<file path="src/rtl/axis_os_sa_pkg.sv">
// axis_os_sa_pkg: shared FSM state type and arithmetic helpers for the output-stationary systolic array.
package axis_os_sa_pkg;
  typedef enum logic [1:0] {ACCEPT, FLUSH, DRAIN} sa_state_e;
  function automatic int flush_cycles(int rows, int cols);
    return rows + cols - 1;
  endfunction
  // Operands arrive sign-extended to 64 bits; the result is clamped to a signed w-bit range.
  function automatic logic signed [63:0] sat_add(logic signed [63:0] a, logic signed [63:0] b, int w);
    logic signed [63:0] s, hi, lo;
    s  = a + b;
    hi = (64'sd1 <<< (w - 1)) - 64'sd1;
    lo = -hi - 64'sd1;
    return (s > hi) ? hi : (s < lo) ? lo : s;
  endfunction
endpackage

</file>
<file path="src/rtl/os_sa_pe.sv">
// os_sa_pe: one processing element; forwards x right and k down, accumulates sext(x*k) on valid beats.
// AXIS_OS_SA_SATURATE_EN selects a saturating accumulator instead of wrap-around.
module os_sa_pe
  import axis_os_sa_pkg::*;
#(
  parameter int WidthX = 8,
  parameter int WidthK = 8,
  parameter int WidthY = 32
) (
  input  logic              clk_i,
  input  logic              rst_ni,
  input  logic [WidthX-1:0] x_i,
  input  logic [WidthK-1:0] k_i,
  input  logic              v_i,
  input  logic              f_i,
  output logic [WidthX-1:0] x_o,
  output logic [WidthK-1:0] k_o,
  output logic              v_o,
  output logic              f_o,
  output logic [WidthY-1:0] acc_o
);
  logic signed [WidthX+WidthK-1:0] prod;
  logic signed [WidthY-1:0] pext, acc_q, sum;
  assign prod = $signed(x_i) * $signed(k_i);
  assign pext = WidthY'(prod);
`ifdef AXIS_OS_SA_SATURATE_EN
  assign sum = WidthY'(sat_add(64'(acc_q), 64'(pext), WidthY));
`else
  assign sum = acc_q + pext;
`endif
  assign acc_o = acc_q;
  // f_i marks the first beat of a fresh packet: the product replaces the old sum.
  always_ff @(posedge clk_i or negedge rst_ni) begin
    if (!rst_ni) begin
      x_o   <= '0;
      k_o   <= '0;
      v_o   <= 1'b0;
      f_o   <= 1'b0;
      acc_q <= '0;
    end else begin
      x_o <= x_i;
      k_o <= k_i;
      v_o <= v_i;
      f_o <= f_i;
      if (v_i) acc_q <= f_i ? pext : sum;
    end
  end
endmodule

</file>
<file path="src/rtl/axis_os_sa.sv">
// axis_os_sa: output-stationary integer systolic array, AXI-Stream beats in, one column of Y per output beat.
// Define AXIS_OS_SA_SATURATE_EN for saturating accumulation; default is two's-complement wrap.
module axis_os_sa
  import axis_os_sa_pkg::*;
#(
  parameter int Rows   = 2,
  parameter int Cols   = 4,
  parameter int WidthX = 8,
  parameter int WidthK = 8,
  parameter int WidthY = 32
) (
  input  logic                   clk_i,
  input  logic                   rst_ni,
  input  logic                   s_valid_i,
  output logic                   s_ready_o,
  input  logic                   s_last_i,
  input  logic                   s_acc_i,
  input  logic [Rows*WidthX-1:0] sx_data_i,
  input  logic [Cols*WidthK-1:0] sk_data_i,
  output logic                   m_valid_o,
  input  logic                   m_ready_i,
  output logic                   m_last_o,
  output logic [Rows*WidthY-1:0] m_data_o
);
  localparam int FC = flush_cycles(Rows, Cols);
  localparam int FW = $clog2(FC + 1);
  localparam int CW = (Cols > 1) ? $clog2(Cols) : 1;

  sa_state_e state_q, state_d;
  logic [FW-1:0] cnt_q;
  logic [CW-1:0] col_ptr_q;
  logic first_q, hs, clr, last_col;
  logic [WidthX-1:0] x_m [Rows][Cols+1];
  logic v_m [Rows][Cols+1];
  logic f_m [Rows][Cols+1];
  logic [WidthK-1:0] k_m [Rows+1][Cols];
  logic [WidthY-1:0] acc_m [Rows][Cols];
  logic [Rows-1:0] unused_x;
  logic [Cols-1:0] unused_k;

  assign hs       = s_valid_i & s_ready_o;
  assign clr      = first_q & ~s_acc_i;
  assign last_col = col_ptr_q == CW'(Cols - 1);

  // Row lane r: input stage plus r skew registers; valid and clear flag ride with x.
  for (genvar r = 0; r < Rows; r++) begin : g_row
    logic [WidthX-1:0] xd [r+1];
    logic vd [r+1];
    logic fd [r+1];
    always_ff @(posedge clk_i or negedge rst_ni) begin
      if (!rst_ni) begin
        for (int i = 0; i <= r; i++) begin
          xd[i] <= '0;
          vd[i] <= 1'b0;
          fd[i] <= 1'b0;
        end
      end else begin
        xd[0] <= sx_data_i[r*WidthX +: WidthX];
        vd[0] <= hs;
        fd[0] <= hs & clr;
        for (int i = 1; i <= r; i++) begin
          xd[i] <= xd[i-1];
          vd[i] <= vd[i-1];
          fd[i] <= fd[i-1];
        end
      end
    end
    assign x_m[r][0] = xd[r];
    assign v_m[r][0] = vd[r];
    assign f_m[r][0] = fd[r];
    assign unused_x[r] = ^{x_m[r][Cols], v_m[r][Cols], f_m[r][Cols]};
  end

  for (genvar c = 0; c < Cols; c++) begin : g_col
    logic [WidthK-1:0] kd [c+1];
    always_ff @(posedge clk_i or negedge rst_ni) begin
      if (!rst_ni) begin
        for (int i = 0; i <= c; i++) kd[i] <= '0;
      end else begin
        kd[0] <= sk_data_i[c*WidthK +: WidthK];
        for (int i = 1; i <= c; i++) kd[i] <= kd[i-1];
      end
    end
    assign k_m[0][c] = kd[c];
    assign unused_k[c] = ^k_m[Rows][c];
  end

  for (genvar r = 0; r < Rows; r++) begin : g_mr
    for (genvar c = 0; c < Cols; c++) begin : g_mc
      os_sa_pe #(.WidthX(WidthX), .WidthK(WidthK), .WidthY(WidthY)) u_pe (
        .clk_i (clk_i),
        .rst_ni(rst_ni),
        .x_i   (x_m[r][c]),
        .k_i   (k_m[r][c]),
        .v_i   (v_m[r][c]),
        .f_i   (f_m[r][c]),
        .x_o   (x_m[r][c+1]),
        .k_o   (k_m[r+1][c]),
        .v_o   (v_m[r][c+1]),
        .f_o   (f_m[r][c+1]),
        .acc_o (acc_m[r][c])
      );
    end
  end

  always_ff @(posedge clk_i or negedge rst_ni) begin
    if (!rst_ni) state_q <= ACCEPT;
    else state_q <= state_d;
  end

  always_comb begin
    state_d   = state_q;
    s_ready_o = 1'b0;
    m_valid_o = 1'b0;
    m_last_o  = 1'b0;
    unique case (state_q)
      ACCEPT: begin
        s_ready_o = 1'b1;
        state_d   = (s_valid_i && s_last_i) ? FLUSH : ACCEPT;
      end
      FLUSH: state_d = (cnt_q == FW'(FC - 1)) ? DRAIN : FLUSH;
      DRAIN: begin
        m_valid_o = 1'b1;
        m_last_o  = last_col;
        state_d   = (m_ready_i && last_col) ? ACCEPT : DRAIN;
      end
      default: state_d = ACCEPT;
    endcase
  end

  // The flush counter lets the final beat ripple through to the far corner PE before draining.
  always_ff @(posedge clk_i or negedge rst_ni) begin
    if (!rst_ni) begin
      cnt_q     <= '0;
      col_ptr_q <= '0;
      first_q   <= 1'b1;
    end else begin
      cnt_q <= (state_q == FLUSH) ? cnt_q + FW'(1) : '0;
      if (m_valid_o && m_ready_i) col_ptr_q <= last_col ? '0 : col_ptr_q + CW'(1);
      if (hs) first_q <= s_last_i;
    end
  end

  always_comb begin
    m_data_o = '0;
    for (int r = 0; r < Rows; r++) m_data_o[r*WidthY +: WidthY] = m_valid_o ? acc_m[r][col_ptr_q] : '0;
  end
endmodule

</file>
<file path="config.mk">
export PLATFORM = sky130hd
export DESIGN_NAME = axis_os_sa
export DESIGN_NICKNAME = d
export VERILOG_FILES = /design/src/rtl/axis_os_sa_pkg.sv /design/src/rtl/os_sa_pe.sv /design/src/rtl/axis_os_sa.sv
export SDC_FILE = /design/constraint.sdc
export NUM_CORES = 2
export LEC_CHECK = 0
export CAP_MARGIN = 20
export CORE_MARGIN = 1.5
export CORE_UTILIZATION = 55
export CTS_BUF_LIST = sky130_fd_sc_hd__clkbuf_4 sky130_fd_sc_hd__clkbuf_8 sky130_fd_sc_hd__clkbuf_16
export CTS_CLUSTER_DIAMETER = 120
export DETAILED_ROUTE_END_ITERATION = 8
export HOLD_SLACK_MARGIN = 0.03
export PLACE_DENSITY = 0.73
export RECOVER_POWER = 100
export SLEW_MARGIN = 40
export SYNTH_ARGS = -nofsm -noshare
export SYNTH_HDL_FRONTEND = slang
export SYNTH_SLANG_ARGS = --single-unit
export TNS_END_PERCENT = 5
</file>
<file path="constraint.sdc">
create_clock -name clk_i -period 8.8 [get_ports clk_i]
set_clock_uncertainty 0.05 [all_clocks]
set_input_delay 0.88 -clock clk_i [delete_from_list [all_inputs] [get_ports clk_i]]
set_output_delay 0.88 -clock clk_i [all_outputs]
set_load 0.005 [all_outputs]
</file>
# == After elaboration in Yosys (flattened, before gate mapping) ==
# Index checks and enable logic that the tools add are counted.
# W data, S select, Z words.
# totals
register_bits,458
input_bits,54
out_inout_bits,67
word_cells,102
# op_classes
n_addsub,10
mul,8
n_lt_le_gt_ge,1
n_eq_ne,4
muxes,25
bitwise,5
reduce_logical,4
# ops
op,n
$mux W32,14
$add A32 B16 Y32,8
$bmux W32 S2,2
$mul A8 B8 Y16,8
$mux W2,3
$pmux W2 S3,1
$eq A2 B2 Y1 const B,2
$mux W1,4
$add A3 B1 Y3 const B,1
$and A1 B1 Y1,3
$eq A3 B3 Y1 const B,1
$ge A3 B3 Y1 const B,1
$logic_and A1 B1 Y1,3
$mux W3,1
$not A2 Y3,1
$add A2 B1 Y2 const B,1
$eq A2 B1 Y1 const B,1
$logic_not A2 Y1,1
$not A1 Y1,1

# == Longest topological paths before layout ==
# depth
ltp_word,5
depth_mapped,30
mapped_depth_nobuf,30

# == Hierarchy ==
# From an unflattened synthesis, not the netlist that was laid out.
# unflattened
cells_unflattened,5665
hier_area_um2,52840.7
# by_module_without_submodules
mod,instances,cells_per_inst,area_per_inst_um2,seq_area_each_um2
os_sa_pe (g_mr[0].g_mc[0].u_pe ...),2,671,6033.3,1251.2
os_sa_pe (g_mr[1].g_mc[1].u_pe ...),2,664,6020.8,1251.2
os_sa_pe (g_mr[1].g_mc[0].u_pe),1,662,6033.3,1251.2
os_sa_pe (g_mr[0].g_mc[2].u_pe),1,665,6003.3,1251.2
os_sa_pe (g_mr[1].g_mc[3].u_pe),1,655,5835.6,1251.2
os_sa_pe (g_mr[0].g_mc[3].u_pe),1,647,5806.8,1251.2
axis_os_sa,1,366,5053.6,2904.0

# == Worst setup path after synthesis ==
# No wires, ideal clock.
# synth_path
kind,reg-to-reg
startpoint,register g_mr[0].g_mc[1].u_pe.x_o[5]
endpoint,register g_mr[0].g_mc[2].u_pe.acc_q[30]
setup_time_ps,84
arrival_time_ps,7162
t_required_ps,8666
setup_slack_ps,1504
path_stages_with_launch,29
path_buffers,0
period_less_slack_ps,7296
path_cell_list,dfrtp_1 > and2_1 > fa_1 > inv_1 > fa_1 > inv_1 > fa_1 > inv_1 > fa_1 > inv_1 > ha_1 > o21ai_0 > nor2_1 > o21ai_0 > a21oi_1 > a41oi_1 > a21oi_1 > xnor2_1 > ha_1 > a21o_1 > a21o_1 > a21o_1 > a21o_1 > a21oi_1 > a31oi_1 > a221o_1 > a41oi_1 > mux2_2 > o22ai_1
# synth_via
elab_chain_cells,3
# synth_rtl
element,line,text
from (decl),os_sa_pe.sv:16,"output logic [WidthX-1:0] x_o,"
from (signal assigned),os_sa_pe.sv:41,x_o <= x_i;
$mul A8 B8 Y16 *,os_sa_pe.sv:24,assign prod = $signed(x_i) * $signed(k_i);
$add A32 B16 Y32,os_sa_pe.sv:29,assign sum = acc_q + pext;
$mux W32 *,os_sa_pe.sv:45,if (v_i) acc_q <= f_i ? pext : sum;
to (signal assigned),os_sa_pe.sv:45,
to (decl),os_sa_pe.sv:23,"logic signed [WidthY-1:0] pext, acc_q, sum;"
# Mark *: on every way between the ends. The rest lies on a longest branch, timed or not.
# A chain may end at the register's enable or synchronous reset.

# == Worst setup path in the final report ==
# layout_path
startpoint,register g_mr[0].g_mc[0].u_pe.x_o[7]
endpoint,register g_mr[0].g_mc[1].u_pe.acc_q[31]
# layout_via
elab_chain_cells,3
# layout_rtl
element,line
from (decl),os_sa_pe.sv:16
from (signal assigned),os_sa_pe.sv:41
$mul A8 B8 Y16 *,os_sa_pe.sv:24
$add A32 B16 Y32,os_sa_pe.sv:29
$mux W32 *,os_sa_pe.sv:45
to (signal assigned),os_sa_pe.sv:45
to (decl),os_sa_pe.sv:23
# Marked as above.

==> summary by stage <==
Die
The floorplan step set the die height to 304.4 µm. The placeable core area is 0.09001 mm². The top-level port count is 121.

The effective utilization at floorplan is 55.49%. The number of standard-cell rows in the floorplan is 110. The die is 304.4 µm wide. The floorplan step defined a die boundary enclosing 0.09264 mm².

CTS
The number of setup buffers added after CTS is 0. The number of resized instances in the post-cts repair step is 0. The tree is rooted in a clkbuf_16. CTS built an H-tree with a depth of 2.

TritonCTS built the clock tree. The clock net sink count is 458. No sink is reached through more buffers than the 3 on the longest clock path. The number of buffers added by the clock tree synthesis step is 56.

For the worst-skew pair, the clock arrives at the later sink with an insertion delay of 660 ps. The clock slew seen by the registers of the worst setup and hold paths is 60 ps. The hold buffer count at cts is 0.

Placed design
The HPWL after detailed placement is 98.03 mm. The total placed cells including tap cells is 6608. The routability-driven placement congestion ratio is 0.9442. The count of buffers from port buffering is 120.

Logic synthesis
The warning count from the yosys run is 0. The most common cell in the synthesized netlist is inv_1. The post-synth design cell area is 0.04995 mm². The number of nets handed over by synthesis was 6394. By area the synthesized netlist is led by dfrtp_1 23%, fa_1 18%, ha_1 12%. The count of flip-flops with a built-in enable after synthesis is 0.

The count of distinct cell types in the synthesized netlist is 85. Summing the sequential cell areas from Yosys gives 22.95% of the chip area. In the synthesized netlist the async set-or-reset flop fraction comes to 100.0%.

Averaged over all synthesized cells, the footprint is 9.235 µm². The most used flip-flop cell after synthesis is dfrtp_1. Summed over its instances, the top area cell type makes up 22.89% of the synthesized netlist area. The flip-flop and latch count after synthesis is 458.

In the synthesized netlist, the cells that appear most often are 784 x inv_1, 483 x ha_1, 459 x a21oi_1. Synthesis produced 5409 cells. Of all cell types, the one taking the most synthesized area is dfrtp_1.

Global routing
Entering global routing, the biggest net connects 97 pins. In this run the most used layer during global routing was met2. Global routing used 27.50% of the available tracks. In the global route stage, met3 resource usage came out at 2.270%. The aggregate global routing overflow is 0. The number of global-route vias before repair was 38692. The first global-routing pass estimated 206.5 mm of wire. For this run, global-route usage on met1 was measured as 37.58%. The met2 routing resource usage after global routing is 45.29%.

The initial antenna violation count is 4.

STA
The slew at the pin closest to its max-slew limit is 3768 ps. The relative max-transition margin is -151.2%. The final-layout setup total negative slack is 0 ps.

Setup violations remaining at the end of the flow were counted as 0. The final-report hold violation count is 0. The maximum frequency from static timing analysis is 0.1256 GHz. For the finished layout, the period the worst path requires is 7964 ps. The share of the clock period used by the worst path is 90.50%. The count of final max-slew check failures is 948.

Setup repair after global routing left no endpoint under its margin. Hold timing on the final database bottoms out at a slack of 291.3 ps.

Critical path
Data on the critical path is required at its endpoint by 9330 ps. The launching instance or port of the critical path is g_mr[0].g_mc[0].u_pe.x_o[7]. By startpoint and endpoint, the worst setup path is classified as register to register.

The largest single stage delay on the critical path is 660 ps. The critical-path maximum fanout is 22. The startpoint class of the critical path is a register.

Measured in cells, the most critical reg-to-reg path has a length of 26. The worst setup path is captured at a register. The critical register-to-register path endpoint is g_mr[0].g_mc[1].u_pe.acc_o[31].

Data on the critical path arrives at its endpoint at 8490 ps. The most used cell along the critical path is fa_1. The launch instance of the worst register-to-register path is g_mr[0].g_mc[0].u_pe.x_o[7].

The setup check on the worst reg-to-reg path leaves a slack of 840 ps. The slowest stage of the critical path belongs to the cell fa_1.

Run status
The run finished, with violations left. The checks that failed: capacitance limit, slew limit.

Worst hold path
The worst hold path depth is 0. The path with the worst hold slack has its endpoint at g_col[3].kd[2]. The startpoint identified for the worst hold timing path is g_col[3].kd[10]. The path class of the lowest-slack min-delay path is register to register.

Drt
In the routed design, unresolved DRC markers number 0. The count of nets left with antenna violations once routing finished came out at 0. The routed length per instance is 18.59 µm. The via-per-instance ratio is 5.731. The count of vias placed by the detailed router is 38489. After the first detailed-routing iteration, the DRC count stood at 2519.

The first TritonRoute pass finished after 5 iterations. The final layout contains routed wiring with a total length of 124.9 mm.

Job
The number of maximum-capacitance violations is 19.

Layout
The filler-free cell count of the finished design is 6716. The share of cells above drive strength 1 is 4.623%. The area growth from synthesis to final layout is 9.053%. After filler insertion, the fill cell instance count of the layout stands at 7717.

The number of nets in the layout is 6476.
-- layout make-up --
type / count / area [µm²] / share of cell area (%)
sequential: 458 / 11470 / 21.06
tap: 1176 / 1471 / 2.701
antenna: 3 / 7.507 / 0.01378
clock buffer: 69 / 1555 / 2.855
inverter: 785 / 2947 / 5.409
multi-input combinational: 4040 / 35080 / 64.41
timing repair buffer: 150 / 1391 / 2.554
clock inverter: 35 / 546.8 / 1.004
-- per-layer routing --
layer | wire (µm) | vias up
li1 | - | 18396
met1 | 55160 | 18948
met2 | 58450 | 914
met3 | 5472 | 229
met4 | 5763 | 2
met5 | 16 | -
-- worst max-delay path by stage --
stage               cells past startpoint                              to
finish                                 26  g_mr[0].g_mc[1].u_pe.acc_o[31]
global route                           26  g_mr[1].g_mc[3].u_pe.acc_o[31]
CTS                                    25  g_mr[0].g_mc[1].u_pe.acc_o[31]
detailed placement                     28  g_mr[1].g_mc[1].u_pe.acc_o[28]
global placement                       28  g_mr[0].g_mc[2].u_pe.acc_o[30]
floorplan                              28  g_mr[0].g_mc[2].u_pe.acc_o[30]
-- registers in the layout (all words and copies together), names as in the netlist --
name and count:
cnt_q 3, col_ptr_q 2, first_q 1, g_col.kd 80, g_mr.g_mc.u_pe.acc_o 256, g_mr.g_mc.u_pe.f_o 4
g_mr.g_mc.u_pe.k_o 32, g_mr.g_mc.u_pe.v_o 4, g_mr.g_mc.u_pe.x_o 48, g_row.fd 1, g_row.vd 1, g_row.xd 24
state_q 2
-- critical path, delay by kind of cell (launching register included) --
family / cells / cell delay (ps)
adders and majority gates: 6 / 2840
buffers and inverters: 4 / 450
AOI/OAI and AO/OA: 10 / 2830
DFF: 1 / 650
and+or+nand+nor: 5 / 860
xor gates and xnor gates: 1 / 210
-- logic make-up after synthesis --
logic type      count (synthesis)  share of synthesized area (%)
simple gates                 1423                          14.32
compound gates               1230                          15.82
mux                           123                          4.141
xor+xnor                      333                          5.869
fa+ha+maj                     931                          30.05
flops                         458                          22.95
buf+inv                       911                          6.848
-- placed cells by master (no fill, tap or decap), types with 55 or more instances in the layout --
cell type	n
inv_1	784
a21oi_1	459
fa_1	448
a21o_1	165
mux4_2	64
dfrtp_1	453
ha_1	483
and2_1	336
nand2_1	293
xnor2_1	220
dlygate4sd3_1	55
a31oi_1	60
clkdlybuf4s50_1	64
o21bai_1	65
nor2_1	376
o21ai_0	159
nand3_1	61
xor2_1	107
clkbuf_16	56
and2_0	87
nor2b_1	77
-- stage by stage --
| stage | instance area (µm²) | setup WS, ps | utilization [%] |
|---|---|---|---|
| after floorplan | 49950 | 1504 | - |
| after detailed placement | 52500 | 1149 | 58.32 |
| after global routing | 54470 | 323.3 | 60.51 |
| final | 54470 | 836.1 | 60.52 |
| after global placement | 52440 | 1114 | 58.26 |
| after CTS | 54600 | 1124 | 60.66 |
Power is not shown: default switching activity piles up to over one toggle a cycle in this logic, so the estimate is an artifact.
